<file path="src/rtl/vga_text_pkg.sv">
// vga_text_pkg: shared geometry, character codes and sequencer states for the VGA text controller
package vga_text_pkg;
   localparam int COLS = 70;
   localparam int ROWS = 30;
   localparam int COL_W = 7;
   localparam int ROW_W = 5;
   localparam logic [7:0] CLR_CHAR = 8'h20;
   localparam logic [7:0] ASCII_LF = 8'h0A;
   localparam logic [7:0] ASCII_CR = 8'h0D;
   localparam logic [7:0] ASCII_BS = 8'h08;
   localparam logic [COL_W-1:0] LAST_COL = COL_W'(COLS - 1);
   localparam logic [ROW_W-1:0] LAST_ROW = ROW_W'(ROWS - 1);
   typedef enum logic [1:0] {INIT_CLR, IDLE, SCROLL_CLR} state_t;
endpackage

</file>
<file path="src/rtl/row_mod_add.sv">
// row_mod_add: maps a logical text row onto a physical RAM row, (base + off) mod ROWS
//  i_base  top_row of the circular screen buffer
//  i_off   logical row
//  o_row   physical row
module row_mod_add
   import vga_text_pkg::*;
(
   input  logic [ROW_W-1:0] i_base,
   input  logic [ROW_W-1:0] i_off,
   output logic [ROW_W-1:0] o_row
);
   logic [ROW_W:0] w_sum;
   assign w_sum = {1'b0, i_base} + {1'b0, i_off};
   assign o_row = (w_sum >= (ROW_W+1)'(ROWS)) ? ROW_W'(w_sum - (ROW_W+1)'(ROWS)) : w_sum[ROW_W-1:0];
endmodule

</file>
<file path="src/rtl/vga_text_ctrl.sv">
// vga_text_ctrl: text-mode sequencer owning cursor, scroll offset and character RAM write port
//  pclk/reset             pixel clock, synchronous active-high reset
//  in_valid/in_ready/in_char   ASCII input stream
//  scan_x/scan_y -> rd_addr, cursor_hit   scanout lookup, one cycle latency
//  wr_en/wr_addr/wr_data  character RAM write port
//  cur_x/cur_y            cursor position (logical row)
module vga_text_ctrl
   import vga_text_pkg::*;
#(
   parameter int BLINK_CYCLES = 12_500_000
)(
   input  logic             pclk,
   input  logic             reset,
   input  logic             in_valid,
   output logic             in_ready,
   input  logic [7:0]       in_char,
   input  logic [COL_W-1:0] scan_x,
   input  logic [ROW_W-1:0] scan_y,
   output logic [11:0]      rd_addr,
   output logic             cursor_hit,
   output logic             wr_en,
   output logic [11:0]      wr_addr,
   output logic [7:0]       wr_data,
   output logic [COL_W-1:0] cur_x,
   output logic [ROW_W-1:0] cur_y
);
   localparam int BW = $clog2(BLINK_CYCLES + 1);
   state_t r_state, w_state;
   logic [COL_W-1:0] r_cx, w_cx, r_ccol, w_ccol;
   logic [ROW_W-1:0] r_cy, w_cy, r_top, w_top, r_crow, w_crow, w_lrow, w_wrow, w_rrow;
   logic r_wr_en, w_wr_en, w_nl, w_accept, w_printable, w_bs_up, w_last_col, w_blink_wrap;
   logic [11:0] r_wr_addr, w_wr_addr, r_rd_addr;
   logic [7:0] r_wr_data, w_wr_data;
   logic [BW-1:0] r_blink_cnt;
   logic r_blink_on, r_hit;
   assign in_ready = r_state == IDLE;
   assign w_accept = in_valid && in_ready;
   assign w_printable = in_char >= 8'h20 && in_char <= 8'h7E;
   // backspace from column 0 targets the end of the previous logical row
   assign w_bs_up = in_char == ASCII_BS && r_cx == '0;
   assign w_lrow = w_bs_up ? r_cy - 5'd1 : r_cy;
   assign w_last_col = r_ccol == LAST_COL;
   assign w_blink_wrap = r_blink_cnt == BW'(BLINK_CYCLES - 1);
   row_mod_add u_wr_row (.i_base(r_top), .i_off(w_lrow), .o_row(w_wrow));
   row_mod_add u_rd_row (.i_base(r_top), .i_off(scan_y), .o_row(w_rrow));
   always_comb begin
      w_state = r_state;
      w_cx = r_cx;
      w_cy = r_cy;
      w_top = r_top;
      w_crow = r_crow;
      w_ccol = r_ccol;
      w_wr_en = 1'b0;
      w_wr_addr = r_wr_addr;
      w_wr_data = r_wr_data;
      w_nl = 1'b0;
      case (r_state)
         INIT_CLR, SCROLL_CLR: begin
            w_wr_en = 1'b1;
            w_wr_addr = {r_crow, r_ccol};
            w_wr_data = CLR_CHAR;
            w_ccol = w_last_col ? '0 : r_ccol + 7'd1;
            if (r_state == INIT_CLR) w_crow = w_last_col ? r_crow + 5'd1 : r_crow;
            if (w_last_col && (r_state == SCROLL_CLR || r_crow == LAST_ROW)) w_state = IDLE;
         end
         default: if (w_accept) begin
            if (w_printable) begin
               w_wr_en = 1'b1;
               w_wr_addr = {w_wrow, r_cx};
               w_wr_data = in_char;
               w_cx = r_cx + 7'd1;
               w_nl = r_cx == LAST_COL;
            end else if (in_char == ASCII_LF || in_char == ASCII_CR) begin
               w_nl = 1'b1;
            end else if (in_char == ASCII_BS && (r_cx != '0 || r_cy != '0)) begin
               w_wr_en = 1'b1;
               w_cx = w_bs_up ? LAST_COL : r_cx - 7'd1;
               w_cy = w_lrow;
               w_wr_addr = {w_wrow, w_cx};
               w_wr_data = CLR_CHAR;
            end
            if (w_nl) begin
               w_cx = '0;
               w_cy = (r_cy == LAST_ROW) ? r_cy : r_cy + 5'd1;
               // scrolling: the old top row becomes the new bottom row and is blanked
               if (r_cy == LAST_ROW) begin
                  w_top = (r_top == LAST_ROW) ? '0 : r_top + 5'd1;
                  w_crow = r_top;
                  w_ccol = '0;
                  w_state = SCROLL_CLR;
               end
            end
         end
      endcase
   end
   always_ff @(posedge pclk) begin
      if (reset) begin
         r_state <= INIT_CLR;
         r_cx <= '0;
         r_cy <= '0;
         r_top <= '0;
         r_crow <= '0;
         r_ccol <= '0;
         r_wr_en <= 1'b0;
         r_wr_addr <= '0;
         r_wr_data <= CLR_CHAR;
      end else begin
         r_state <= w_state;
         r_cx <= w_cx;
         r_cy <= w_cy;
         r_top <= w_top;
         r_crow <= w_crow;
         r_ccol <= w_ccol;
         r_wr_en <= w_wr_en;
         r_wr_addr <= w_wr_addr;
         r_wr_data <= w_wr_data;
      end
   end
   always_ff @(posedge pclk) begin
      if (reset) begin
         r_blink_cnt <= '0;
         r_blink_on <= 1'b1;
         r_rd_addr <= '0;
         r_hit <= 1'b0;
      end else begin
         r_blink_cnt <= w_blink_wrap ? '0 : r_blink_cnt + 1'b1;
         r_blink_on <= w_blink_wrap ? ~r_blink_on : r_blink_on;
         r_rd_addr <= {w_rrow, scan_x};
         r_hit <= r_blink_on && scan_x == r_cx && scan_y == r_cy;
      end
   end
   assign rd_addr = r_rd_addr;
   assign cursor_hit = r_hit;
   assign wr_en = r_wr_en;
   assign wr_addr = r_wr_addr;
   assign wr_data = r_wr_data;
   assign cur_x = r_cx;
   assign cur_y = r_cy;
endmodule

</file>
<file path="config.mk">
export PLATFORM = sky130hd
export DESIGN_NAME = vga_text_ctrl
export DESIGN_NICKNAME = d
export VERILOG_FILES = /design/src/rtl/vga_text_pkg.sv /design/src/rtl/row_mod_add.sv /design/src/rtl/vga_text_ctrl.sv
export SDC_FILE = /design/constraint.sdc
export NUM_CORES = 1
export LEC_CHECK = 0
export CELL_PAD_IN_SITES_DETAIL_PLACEMENT = 2
export CELL_PAD_IN_SITES_GLOBAL_PLACEMENT = 2
export CORE_UTILIZATION = 36
export CTS_CLUSTER_SIZE = 12
export DETAILED_ROUTE_END_ITERATION = 6
export PLACE_DENSITY = 0.83
export SKIP_CTS_REPAIR_TIMING = 1
export SYNTH_ARGS = -nofsm -noshare
export SYNTH_HDL_FRONTEND = slang
export SYNTH_HIERARCHICAL = 1
export SYNTH_SLANG_ARGS = --single-unit
</file>
<file path="constraint.sdc">
create_clock -name pclk -period 9.1 [get_ports pclk]
set_clock_uncertainty 0.05 [all_clocks]
set_input_delay 1.82 -clock pclk [delete_from_list [all_inputs] [get_ports pclk]]
set_output_delay 1.82 -clock pclk [all_outputs]
set_load 0.02 [all_outputs]
</file>
# Word-level counts from Yosys, hierarchy flattened
# Cells that the tools add are included.
[word_totals] regBits=90 inputBits=23 wordCells=132 output_inout_bits=47
[classes] n_mux=47 n_reduce_logical=32 addsub=12 n_lt_le_gt_ge=4 bitwise=2 eq_ne=22
[ops] cell="two-way mux 5 bit" n=15
[ops] cell="two-way mux 7 bit" n=10
[ops] cell="two-way mux 12 bit" n=5
[ops] cell="adder 24 x 1 -> 24 bit (second input constant)" n=1
[ops] cell="equality test 24 bit (second input constant)" n=1
[ops] cell="equality test 8 x 4 -> 1 bit (second input constant)" n=3
[ops] cell="two-way mux 8 bit" n=3
[ops] cell="adder 5 x 1 -> 5 bit (second input constant)" n=3
[ops] cell="equality test 5 bit (second input constant)" n=3
[ops] cell="adder 7 x 1 -> 7 bit (second input constant)" n=2
[ops] cell="equality test 7 bit (second input constant)" n=2
[ops] cell="adder 5 x 5 -> 6 bit" n=2
[ops] cell=">= comparator 6 x 5 -> 1 bit (second input constant)" n=2
[ops] cell="AND reduction 4 bit" n=3
[ops] cell="two-way mux 2 bit" n=5
[ops] cell="inequality test 2 bit (second input constant)" n=5
[ops] cell="nonzero test 2 bit" n=5
[ops] cell="subtractor 5 bit (second input constant)" n=2
[ops] cell="two-way mux 1 bit" n=9
[ops] cell="AND reduction 3 bit" n=3
[ops] cell=">= comparator 8 x 6 -> 1 bit (second input constant)" n=1
[ops] cell="<= comparator 8 x 7 -> 1 bit (second input constant)" n=1
[ops] cell="equality test 7 bit" n=1
[ops] cell="logical AND 1 bit" n=7
[ops] cell="other kinds (18)" n=25

# Logic depth before layout (Yosys ltp)
# Gate-level depths: netlist (run 1).
[logic_depth] depth_word=11 ltp_mapped=17 ltp_nobuf=15

# Hierarchy
# Netlist (run 1), hierarchy kept.
[modules_own_cells] module="vga_text_ctrl" cells_per_inst=582 seq_area_each_um2=1801.7 n_inst=1 area_each_um2=4764.6
[modules_own_cells] module="row_mod_add" cells_per_inst=36 seq_area_each_um2=0.0 n_inst=2 area_each_um2=305.3

# Worst setup path before layout (run 1)
# No wires, ideal clock.
[synth_path] path_type="input -> register" start="in in_char[1]" end="reg r_wr_addr[9], in the netlist wr_addr[9]" setup_time_ns=0.142 t_arrival_ns=4.632 path_buffers=1 cell_stages=13 required_time_ns=8.908 setup_slack_ns=4.276 path_cell_list="nor4_1 -> nand4_1 -> clkbuf_1 -> xnor2_1 -> ha_1 -> inv_1 -> fa_1 -> xnor2_1 -> o2111ai_2 -> o31ai_2 -> mux2_1 -> nand2_1 -> a311oi_1"
[synth_between] elab_chain_cells=11 word_cells_on_any_way=22 cone_classes="add/sub: 2; order compare: 3; eq/ne: 4; mux: 7; reduce/logical: 6"
[synth_lines] element="start: declaration" line_no="vga_text_ctrl.sv:16" text="input logic [7:0] in_char,"
[synth_lines] element="equality test 8 x 4 -> 1 bit (*)" line_no="vga_text_ctrl.sv:40" text="assign w_bs_up = in_char == ASCII_BS && r_cx == '0;"
[synth_lines] element="logical AND 1 bit (*)" line_no="vga_text_ctrl.sv:40"
[synth_lines] element="two-way mux 5 bit (*)" line_no="vga_text_ctrl.sv:41" text="assign w_lrow = w_bs_up ? r_cy - 5'd1 : r_cy;"
[synth_lines] element="via w_lrow[0]" line_no="vga_text_ctrl.sv:30" text="logic [ROW_W-1:0] r_cy, w_cy, r_top, w_top, r_crow, w_crow, w_lrow, w_wrow, w_rrow;"
[synth_lines] element="adder 5 x 5 -> 6 bit (*)" line_no="row_mod_add.sv:13" text="assign w_sum = {1'b0, i_base} + {1'b0, i_off};"
[synth_lines] element="subtractor 5 bit / >= comparator 6 x 5 -> 1 bit (equally long branches)" line_no="row_mod_add.sv:14" text="assign o_row = (w_sum >= (ROW_W+1)'(ROWS)) ? ROW_W'(w_sum - (ROW_W+1)'(ROWS)) : w_sum[ROW_W-1:0];"
[synth_lines] element="two-way mux 5 bit (*)" line_no="row_mod_add.sv:14"
[synth_lines] element="via w_wrow[2]" line_no="vga_text_ctrl.sv:30"
[synth_lines] element="two-way mux 12 bit" line_no="vga_text_ctrl.sv:75" text="end else if (in_char == ASCII_BS && (r_cx != '0 || r_cy != '0)) begin"
[synth_lines] element="two-way mux 12 bit" line_no="vga_text_ctrl.sv:73" text="end else if (in_char == ASCII_LF || in_char == ASCII_CR) begin"
[synth_lines] element="two-way mux 12 bit (*)" line_no="vga_text_ctrl.sv:67" text="if (w_printable) begin"
[synth_lines] element="two-way mux 12 bit (*)" line_no="vga_text_ctrl.sv:66" text="default: if (w_accept) begin"
[synth_lines] element="two-way mux 12 bit (*)" line_no="vga_text_ctrl.sv:57" text="case (r_state)"
[synth_lines] element="end signal: assignment" line_no="vga_text_ctrl.sv:115" text="r_wr_addr <= w_wr_addr;"
[synth_lines] element="end: declaration" line_no="vga_text_ctrl.sv:32" text="logic [11:0] r_wr_addr, w_wr_addr, r_rd_addr;"
# Mark *: on every way through the listed nets, which the timed path passes. The rest lies on a longest branch. The select of a mux whose other input is x is not followed.
# A chain may end at the register's enable or synchronous reset.

# Final worst setup path (run 1)
[layout_path] start="in in_char[2]" end="reg r_wr_addr[9], in the netlist wr_addr[9]"
# Same word-level chain as after synthesis.

==> impl_metrics.csv, run 1 <==
group,metric,value,unit
timing,worst_hold_slack,394,ps
finish,antenna_cells,0,
setup_path,r2r_cells,14,
hold_path,hold_path_depth,1,
clocking,clockBufferDepth,2,
clocking,cts_tree,"built",
pwr,ir_worst_vdd,0.0918,mV
yosys,ys_seq_elements,90,
hold_path,hp-start,"r_blink_cnt[0]",
yosys,yosysWarnings,6,
clocking,h-tree-depth,3,
place,dpl-instance-area,6150,um^2
yosys,synth_top_cells_by_count,"dfxtp_1, nor2_1, nand2_1, nand3_1, clkbuf_1",
detailed_routing,wl_per_cell,20.6,um
finish,syn_to_final_growth,19.4,%
setup_path,r2r-start,"cur_x[0]",
setup_path,critPathCaptureType,"register",
floorplanning,initial_core_util,37.0,%
yosys,synth_cell_types,75,
global_route,antenna_found_initial,0,
detailed_routing,drtAntennaViolNets,0,
timing,tns,0,ps
floorplanning,fp.dieW,124,um
timing,tightest_slew,1010,ps
place,gp_congestion,0.838,
setup_path,crit_required,9250,ps
place,dpl.hpwl,13400,um
global_route,overflow,0,
floorplanning,die_h,124,um
global_route,grt_pass1_wl,29600,um
clocking,cts_made_buffers,9,
timing,relSlewSlack,32.6,%
timing,setup_viol,0,
detailed_routing,drt-total-wl,18300,um
timing,max_freq,0.171,GHz
setup_path,cp.arrival,6000,ps
finish,n_fill_cell,1637,
yosys,syn-num-nets,705,
finish,multiInputGateArea,3310,um^2
timing,finalCriticalPeriod,5850,ps
setup_path,startpoint,"in_char[2]",
outcome,status,"finished clean",
yosys,avgSynthCellArea,8.22,um^2
finish,fin_cells,887,
setup_path,worstSetupPathType,"input port to register",
pwr,p_per_area,130,nW/um^2
pwr,total_power,0.833,mW
yosys,synth_top_area_share,33.5,%
setup_path,critPathSlowestCell,"nand4_1",
global_route,first_global_vias,5515,
yosys,synth.area.top_cells,"dfxtp_1, ha_1, nor2_1",
timing,hold_violations,0,
clocking,cts-root-buf,"clkbuf_16",
setup_path,cpMostUsedCell,"xnor2_1",
floorplanning,core,14500,um^2
setup_path,cp_slowest_stage_delay,580,ps
setup_path,worstSetupStartpointType,"input port",
global_route,grt_max_degree,67,
setup_path,crit_fanout,11,
hold_path,hold_path.class,"register to register",
clocking,cts.clk_slew.worst_paths,70,ps
setup_path,crit_chain,"clkdlybuf4s50_1 -> nor4_1 -> nand4_1 -> xnor2_1 -> ha_1 -> inv_1 -> fa_1 -> xnor2_1 -> o2111ai_2 -> o31ai_2 -> mux2_1 -> nand2_1 -> a311oi_1",
place,port_buffers,69,
yosys,synth_area_leader_cell,"dfxtp_1",
detailed_routing,vias,5080,
yosys,netlist_area,5380,um^2
yosys,synth.most_common_cell,"dfxtp_1",
clocking,clock_sinks,90,
detailed_routing,drc,0,
yosys,synth_edf_count,0,
finish,regArea,1800,um^2
floorplanning,die_area,15400,um^2
floorplanning,io_pins,70,
clocking,clk_latency,360,ps
timing,rsz0062_at_grt,"no",
detailed_routing,via_per_inst,5.73,
place,dpl.cell_count,872,
global_route,grt_usage,25.1,%
yosys,syn_inst,654,
pwr,p_leak,2.22,nW
timing,fin_crit_sh,64.3,%
timing,slew_viol_final,0,
yosys,synth_top_flop_cell,"dfxtp_1",
finish,drive_gt1_share,5.69,%
finish,fin_area,6420,um^2
finish,fin_nets,750,
detailed_routing,drt_first_pass_iters,4,
detailed_routing,drt_first_iter_violations,274,
yosys,synth-seq-area-share,33.5,%
job,drv_cap,0,
floorplanning,fp-row-count,44,
yosys,async_reset_ff_share,0,%
metal layers:
metal / routed length (um) / track usage [%]
met5: 0 / 0
met4: 261 / 7.44
met3: 401 / 4.17
met2: 9800 / 46.8
met1: 7830 / 29.0
cell families (layout without fill, tap and decap cells):
logic type | after synthesis | after routing | share of synthesized area, %
simple gates | 271 | 271 | 26.0
compound gates | 144 | 144 | 19.5
flops | 90 | 90 | 33.5
buf+inv | 65 | 114 | 4.93
xor+xnor | 50 | 50 | 8.15
fa+ha+maj | 28 | 28 | 6.80
mux | 6 | 6 | 1.16
layout make-up:
cell class              count  area share (%)
multi-input cells         499            51.5
flip-flops and latches     90            28.1
repair buffers             72            11.0
well taps                 184            3.59
clock buffers              10            3.57
inverters                  27            1.58
clock inverters             5           0.643
where the power goes:
group          switching (mW)  internal, mW
Sequential            0.00503         0.400
Combinational          0.0382        0.0306
Clock                   0.173         0.186
worst paths after layout:
check	to	slack [ps]
worst max-delay path	wr_addr[9]	3250
worst min-delay path	r_blink_cnt[0]	390
worst max register to register	wr_addr[9]	4230
worst min register to register	r_blink_cnt[0]	390
registers in the layout, indices dropped and copies added, names as in the netlist, 2 cells and up:
name         cells
r_crow           5
rd_addr         12
r_ccol           7
wr_data          8
r_state          2
wr_addr         12
r_top            5
cur_y            5
r_blink_cnt     24
cur_x            7
placed cells by master, fill, tap and decap left out, types with 11 or more instances in the layout:
cell and instances:
dfxtp_1 90, nand2_1 49, a21oi_1 28, ha_1 26, xor2_1 24, clkdlybuf4s50_1 68, nand3_1 33, nor3_1 12
inv_1 27, nand4_1 13, xnor2_1 26, o21ai_0 26, nor2b_1 17, nand2b_1 11, nor2_1 77, or3_1 13
metrics by stage:
stage | worst slack [ps] | utilization [%]
floorplan | 4280 | -
global placement | 3180 | 42.3
detailed placement | 2930 | 42.3
CTS | 3250 | 44.2
global route | 3040 | 44.2
finish | 3250 | 44.2
worst max-delay path: cells and delay by family:
kind	cells	cell delay (ps)
simple gates	3	1160
compound gates	3	740
xor+xnor	2	660
fa+ha+maj	2	660
buf+inv	2	570
mux	1	380
(Power assumes the default switching activity.)
==> run 2: changes to the inputs <==
Settings changed: CORE_UTILIZATION 36 to 33, PLACE_DENSITY 0.83 to 0.77.
Clock period 9.1 ns to 6.04 ns, I/O delays scaled along.
==> run 2 against run 1 <==
  * Critical path depth unchanged
  * Worst setup slack worse by 2200 ps
  * Count of clock-buffer cells in the layout is 1 lower
  * Flip-flop and latch count did not move
  * Clock power rose by 48%
  * Power is 49% higher
  * Non-clock buffer count rose by 2
  * Combinational power grew 47%
  * Global-route usage shrank 3.3 points
  * Register-to-register slack got worse by 2500 ps
  * Critical endpoint unchanged
==> impl_metrics.csv, run 2 (same netlist as run 1, synthesis figures left out) <==
group,metric,value,unit
floorplanning,fp-row-count,46,
global_route,grt_usage,21.7,%
clocking,clock_sinks,90,
timing,setup_viol,0,
global_route,antenna_found_initial,0,
floorplanning,die_h,130,um
place,dpl-instance-area,6200,um^2
setup_path,crit_fanout,5,
clocking,h-tree-depth,3,
finish,fin_cells,921,
timing,relSlewSlack,52.9,%
finish,top_register,"r_blink_cnt",
timing,hold_violations,0,
pwr,seqPwrFrac,49.1,%
detailed_routing,drt-total-wl,17500,um
outcome,status,"finished clean",
hold_path,hold_path_depth,1,
clocking,cts_tree,"built",
pwr,power_frac_clock,42.7,%
timing,worst_hold_slack,400,ps
timing,slew_viol_final,0,
pwr,p_switching,0.315,mW
timing,max_freq,0.201,GHz
place,gp_congestion,0.806,
detailed_routing,drt_first_iter_violations,160,
finish,drive_gt1_share,6.10,%
floorplanning,initial_core_util,33.8,%
detailed_routing,vias,5058,
floorplanning,core,15900,um^2
clocking,clk_latency,350,ps
floorplanning,io_pins,70,
global_route,grt_max_degree,67,
place,dp_slack,691,ps
setup_path,critPathCaptureType,"register",
clocking,cts_made_buffers,9,
clocking,cts.clk_slew.worst_paths,70,ps
setup_path,crit_required,6190,ps
finish,fin_nets,752,
timing,fin_crit_sh,82.3,%
floorplanning,fp.dieW,130,um
place,dpl.hpwl,13200,um
detailed_routing,drt_first_pass_iters,4,
floorplanning,die_area,16800,um^2
timing,tns,0,ps
global_route,first_global_vias,5595,
place,port_buffers,69,
clocking,clockBufferDepth,2,
pwr,p_leak,2.22,nW
setup_path,worstSetupPathType,"input port to register",
timing,setup_ws,1070,ps
pwr,p_int,0.927,mW
finish,largest_reg_flops,24,
timing,finalCriticalPeriod,4970,ps
clocking,cts-root-buf,"clkbuf_16",
timing,tightest_slew,707,ps
finish,fin_area,6470,um^2
finish,syn_to_final_growth,20.4,%
pwr,p_comb_share,8.2,%
setup_path,cp.arrival,5120,ps
global_route,grt_pass1_wl,28500,um
detailed_routing,wl_per_cell,19.0,um
job,drv_cap,0,
hold_path,hold_path.class,"register to register",
detailed_routing,via_per_inst,5.49,
detailed_routing,drc,0,
setup_path,worstSetupStartpointType,"input port",
finish,antenna_cells,0,
detailed_routing,drtAntennaViolNets,0,
finish,final_cell_mix,"dfxtp_1, nor2_1, clkdlybuf4s50_1, nand2_1, nand3_1",
global_route,overflow,0,
pwr,p_per_area,192,nW/um^2
pwr,swShare,25.3,%
finish,mostFrequentLayoutCell,"dfxtp_1",
timing,rsz0062_at_grt,"no",
setup_path,r2r_cells,14,
place,dpl.cell_count,906,
pwr,ir_worst_vdd,0.124,mV
-- run 2: cell types whose count changed in the layout (fill, tap and decap cells not counted) --
cell	previous run	this run
inv_8	1	0
clkinv_2	1	2
clkbuf_1	1	0
buf_4	3	5
inv_6	0	1
-- run 2: worst paths after layout --
kind | from | end | slack [ps]
worst max-delay path | in_char[1] | wr_addr[9] | 1070
worst min-delay path | r_blink_cnt[0] | r_blink_cnt[0] | 400
worst max register to register | cur_x[0] | wr_addr[9] | 1740
worst min register to register | r_blink_cnt[0] | r_blink_cnt[0] | 400
-- run 2: final cells by class --
class / count / area (um^2)
fillers: 1788 / 9410
multi-input cells: 499 / 3310
flip-flops and latches: 90 / 1800
repair buffers: 74 / 723
well taps: 216 / 270
clock buffers: 9 / 225
inverters: 27 / 101
clock inverters: 6 / 43.8
-- run 2: critical path: stages --
cell and delay, ps:
clkdlybuf4s50_1 460, nor4_1 590, nand2_1 270, nor2_1 390
nand2_1 140, xnor2_1 160, ha_1 360, o21ai_0 390
o2111ai_2 220, o31ai_2 400, mux2_1 370, nand2_1 70
a311oi_1 80
-- run 2: power groups by stage --
stage	Sequential [mW]	Clock, mW	Combinational (mW)
6_report	0.610	0.531	0.101
5_1_grt	0.611	0.572	0.111
4_1_cts	0.610	0.548	0.103
3_5_place_dp	0.624	0	0.102
3_3_place_gp	0.623	0	0.0975
2_1_floorplan	0.629	0	0.0487
-- run 2: routing by layer --
layer	up-vias	routed length [um]	track usage, %
met5	-	0	0
li1	2436	-	-
met1	2550	7540	25.2
met2	50	9250	40.6
met4	0	298	6.63
met3	22	398	3.59
-- run 2: stage by stage --
stage	utilization [%]	power (mW)
after floorplan	-	0.678
after global placement	39.1	0.721
after detailed placement	39.1	0.726
after CTS	40.8	1.26
after global routing	40.8	1.29
final	40.8	1.24
==> run 3: changes to the inputs <==
Clock period 6.04 ns to 4.9 ns, I/O delays scaled along.
==> run 3 against run 2 <==
  * Flip-flop and latch count is the same
  * Via count is essentially flat
  * Final area is 1.8% higher
  * Routed wire length is 0.86% higher
  * Clock power increased by 44%
  * Hold slack gained 5.9 ps
==> impl_metrics.csv, run 3 (same netlist as run 1, synthesis figures left out) <==
group,metric,value,unit
outcome,status,"finished clean",
floorplanning,fp.dieW,130,um
setup_path,startpoint,"in_char[5]",
pwr,p_leak,2.30,nW
global_route,grt_max_degree,48,
setup_path,critPathCaptureType,"register",
clocking,h-tree-depth,3,
clocking,cts.clk_slew.worst_paths,70,ps
setup_path,crit_required,5050,ps
job,drv_cap,0,
timing,finalCriticalPeriod,4600,ps
finish,regArea,1800,um^2
timing,fin_crit_sh,93.9,%
global_route,grt_pass1_wl,28400,um
detailed_routing,drc,0,
setup_path,cp_slowest_stage_delay,510,ps
floorplanning,initial_core_util,33.8,%
floorplanning,die_area,16800,um^2
place,dp_slack,-106,ps
finish,n_fill_cell,1831,
detailed_routing,vias,5061,
clocking,cts_tree,"built",
setup_path,critPathSlowestCell,"clkdlybuf4s50_1",
place,port_buffers,69,
clocking,cts_made_buffers,9,
place,gp_congestion,0.846,
setup_path,r2r-start,"cur_x[0]",
setup_path,endpoint,"wr_addr[9]",
place,dpl-instance-area,6260,um^2
finish,largest_reg_flops,24,
setup_path,ff2ff_setup_slack,600,ps
global_route,first_global_vias,5435,
finish,fin_area,6590,um^2
global_route,overflow,0,
setup_path,cpMostUsedCell,"xnor2_1",
floorplanning,fp-row-count,46,
clocking,clk_latency,350,ps
finish,syn_to_final_growth,22.6,%
detailed_routing,drt_first_pass_iters,4,
detailed_routing,via_per_inst,5.44,
finish,utilization,41.5,%
floorplanning,die_h,130,um
place,dpl.hpwl,13300,um
pwr,ir_worst_vdd,0.150,mV
timing,worst_hold_slack,406,ps
pwr,p_per_area,250,nW/um^2
place,dpl.cell_count,914,
setup_path,crit_chain,"clkdlybuf4s50_1 -> nor4_1 -> buf_4 -> nand4_1 -> xnor2_1 -> ha_1 -> inv_1 -> fa_1 -> xnor2_1 -> o2111ai_2 -> o31ai_2 -> mux2_1 -> nand2_1 -> a311oi_1",
detailed_routing,drt-total-wl,17600,um
finish,final_cell_mix,"dfxtp_1, nor2_1, clkdlybuf4s50_1, nand2_1, nand3_1",
setup_path,r2r_cells,14,
finish,drive_gt1_share,7.14,%
global_route,antenna_found_initial,0,
detailed_routing,drt_first_iter_violations,184,
setup_path,worstSetupStartpointType,"input port",
finish,fin_nets,761,
floorplanning,core,15900,um^2
clocking,clockBufferDepth,2,
detailed_routing,wl_per_cell,19.0,um
global_route,grt_usage,21.8,%
detailed_routing,drtAntennaViolNets,0,
finish,antenna_cells,0,
timing,setup_ws,300,ps
finish,mostFrequentLayoutCell,"dfxtp_1",
setup_path,worstSetupPathType,"input port to register",
finish,multiInputGateArea,3310,um^2
setup_path,crit_fanout,6,
clocking,cts-root-buf,"clkbuf_16",
timing,slew_viol_final,0,
setup_path,cp.depth,14,
timing,hold_violations,0,
setup_path,crit_buf_inv,3,
floorplanning,io_pins,70,
timing,rsz0062_at_grt,"no",
setup_path,critPathTopFamily,"buffers and inverters",
timing,tightest_slew,989,ps
timing,setup_viol,0,
setup_path,cp.arrival,4750,ps
timing,max_freq,0.217,GHz
timing,relSlewSlack,34.1,%
timing,tns,0,ps
hold_path,hp-start,"r_blink_cnt[0]",
finish,top_register,"r_blink_cnt",
hold_path,hold_path.class,"register to register",
pwr,total_power,1.64,mW
clocking,clock_sinks,90,
setup_path,worstReg2RegEnd,"wr_addr[9]",
finish,fin_cells,930,
## run 3: how the worst min path moves through the flow
stage / to / slack, ps / cells past startpoint
floorplan: r_blink_cnt[0] / 360 / 1
global placement: r_blink_cnt[0] / 370 / 1
detailed placement: r_blink_cnt[0] / 400 / 1
CTS: r_blink_cnt[0] / 410 / 1
global route: r_blink_cnt[0] / 440 / 1
finish: r_blink_cnt[0] / 410 / 1
## run 3: layout make-up
cell class	count	area share, %
Multi-Input combinational cell	499	50.2
Sequential cell	90	27.3
Timing Repair Buffer	83	12.0
Tap cell	216	4.10
Clock buffer	11	3.68
Inverter	27	1.54
Clock inverter	4	1.12
## run 3: layer usage
layer / wire length [um] / global-route usage [%] / up-vias
li1: - / - / 2455
met1: 7810 / 25.8 / 2530
met2: 9030 / 39.6 / 54
met3: 558 / 4.13 / 22
met4: 239 / 6.84 / 0
met5: 0 / 0 / -
## run 3: power by group
| part | leakage [nW] | internal (mW) | switching, mW | total (mW) |
|---|---|---|---|---|
| logic | 1.41 | 0.0579 | 0.0688 | 0.127 |
| registers | 0.730 | 0.743 | 0.00911 | 0.752 |
| clock network | 0.156 | 0.460 | 0.306 | 0.765 |
| total | 2.30 | 1.26 | 0.384 | 1.64 |
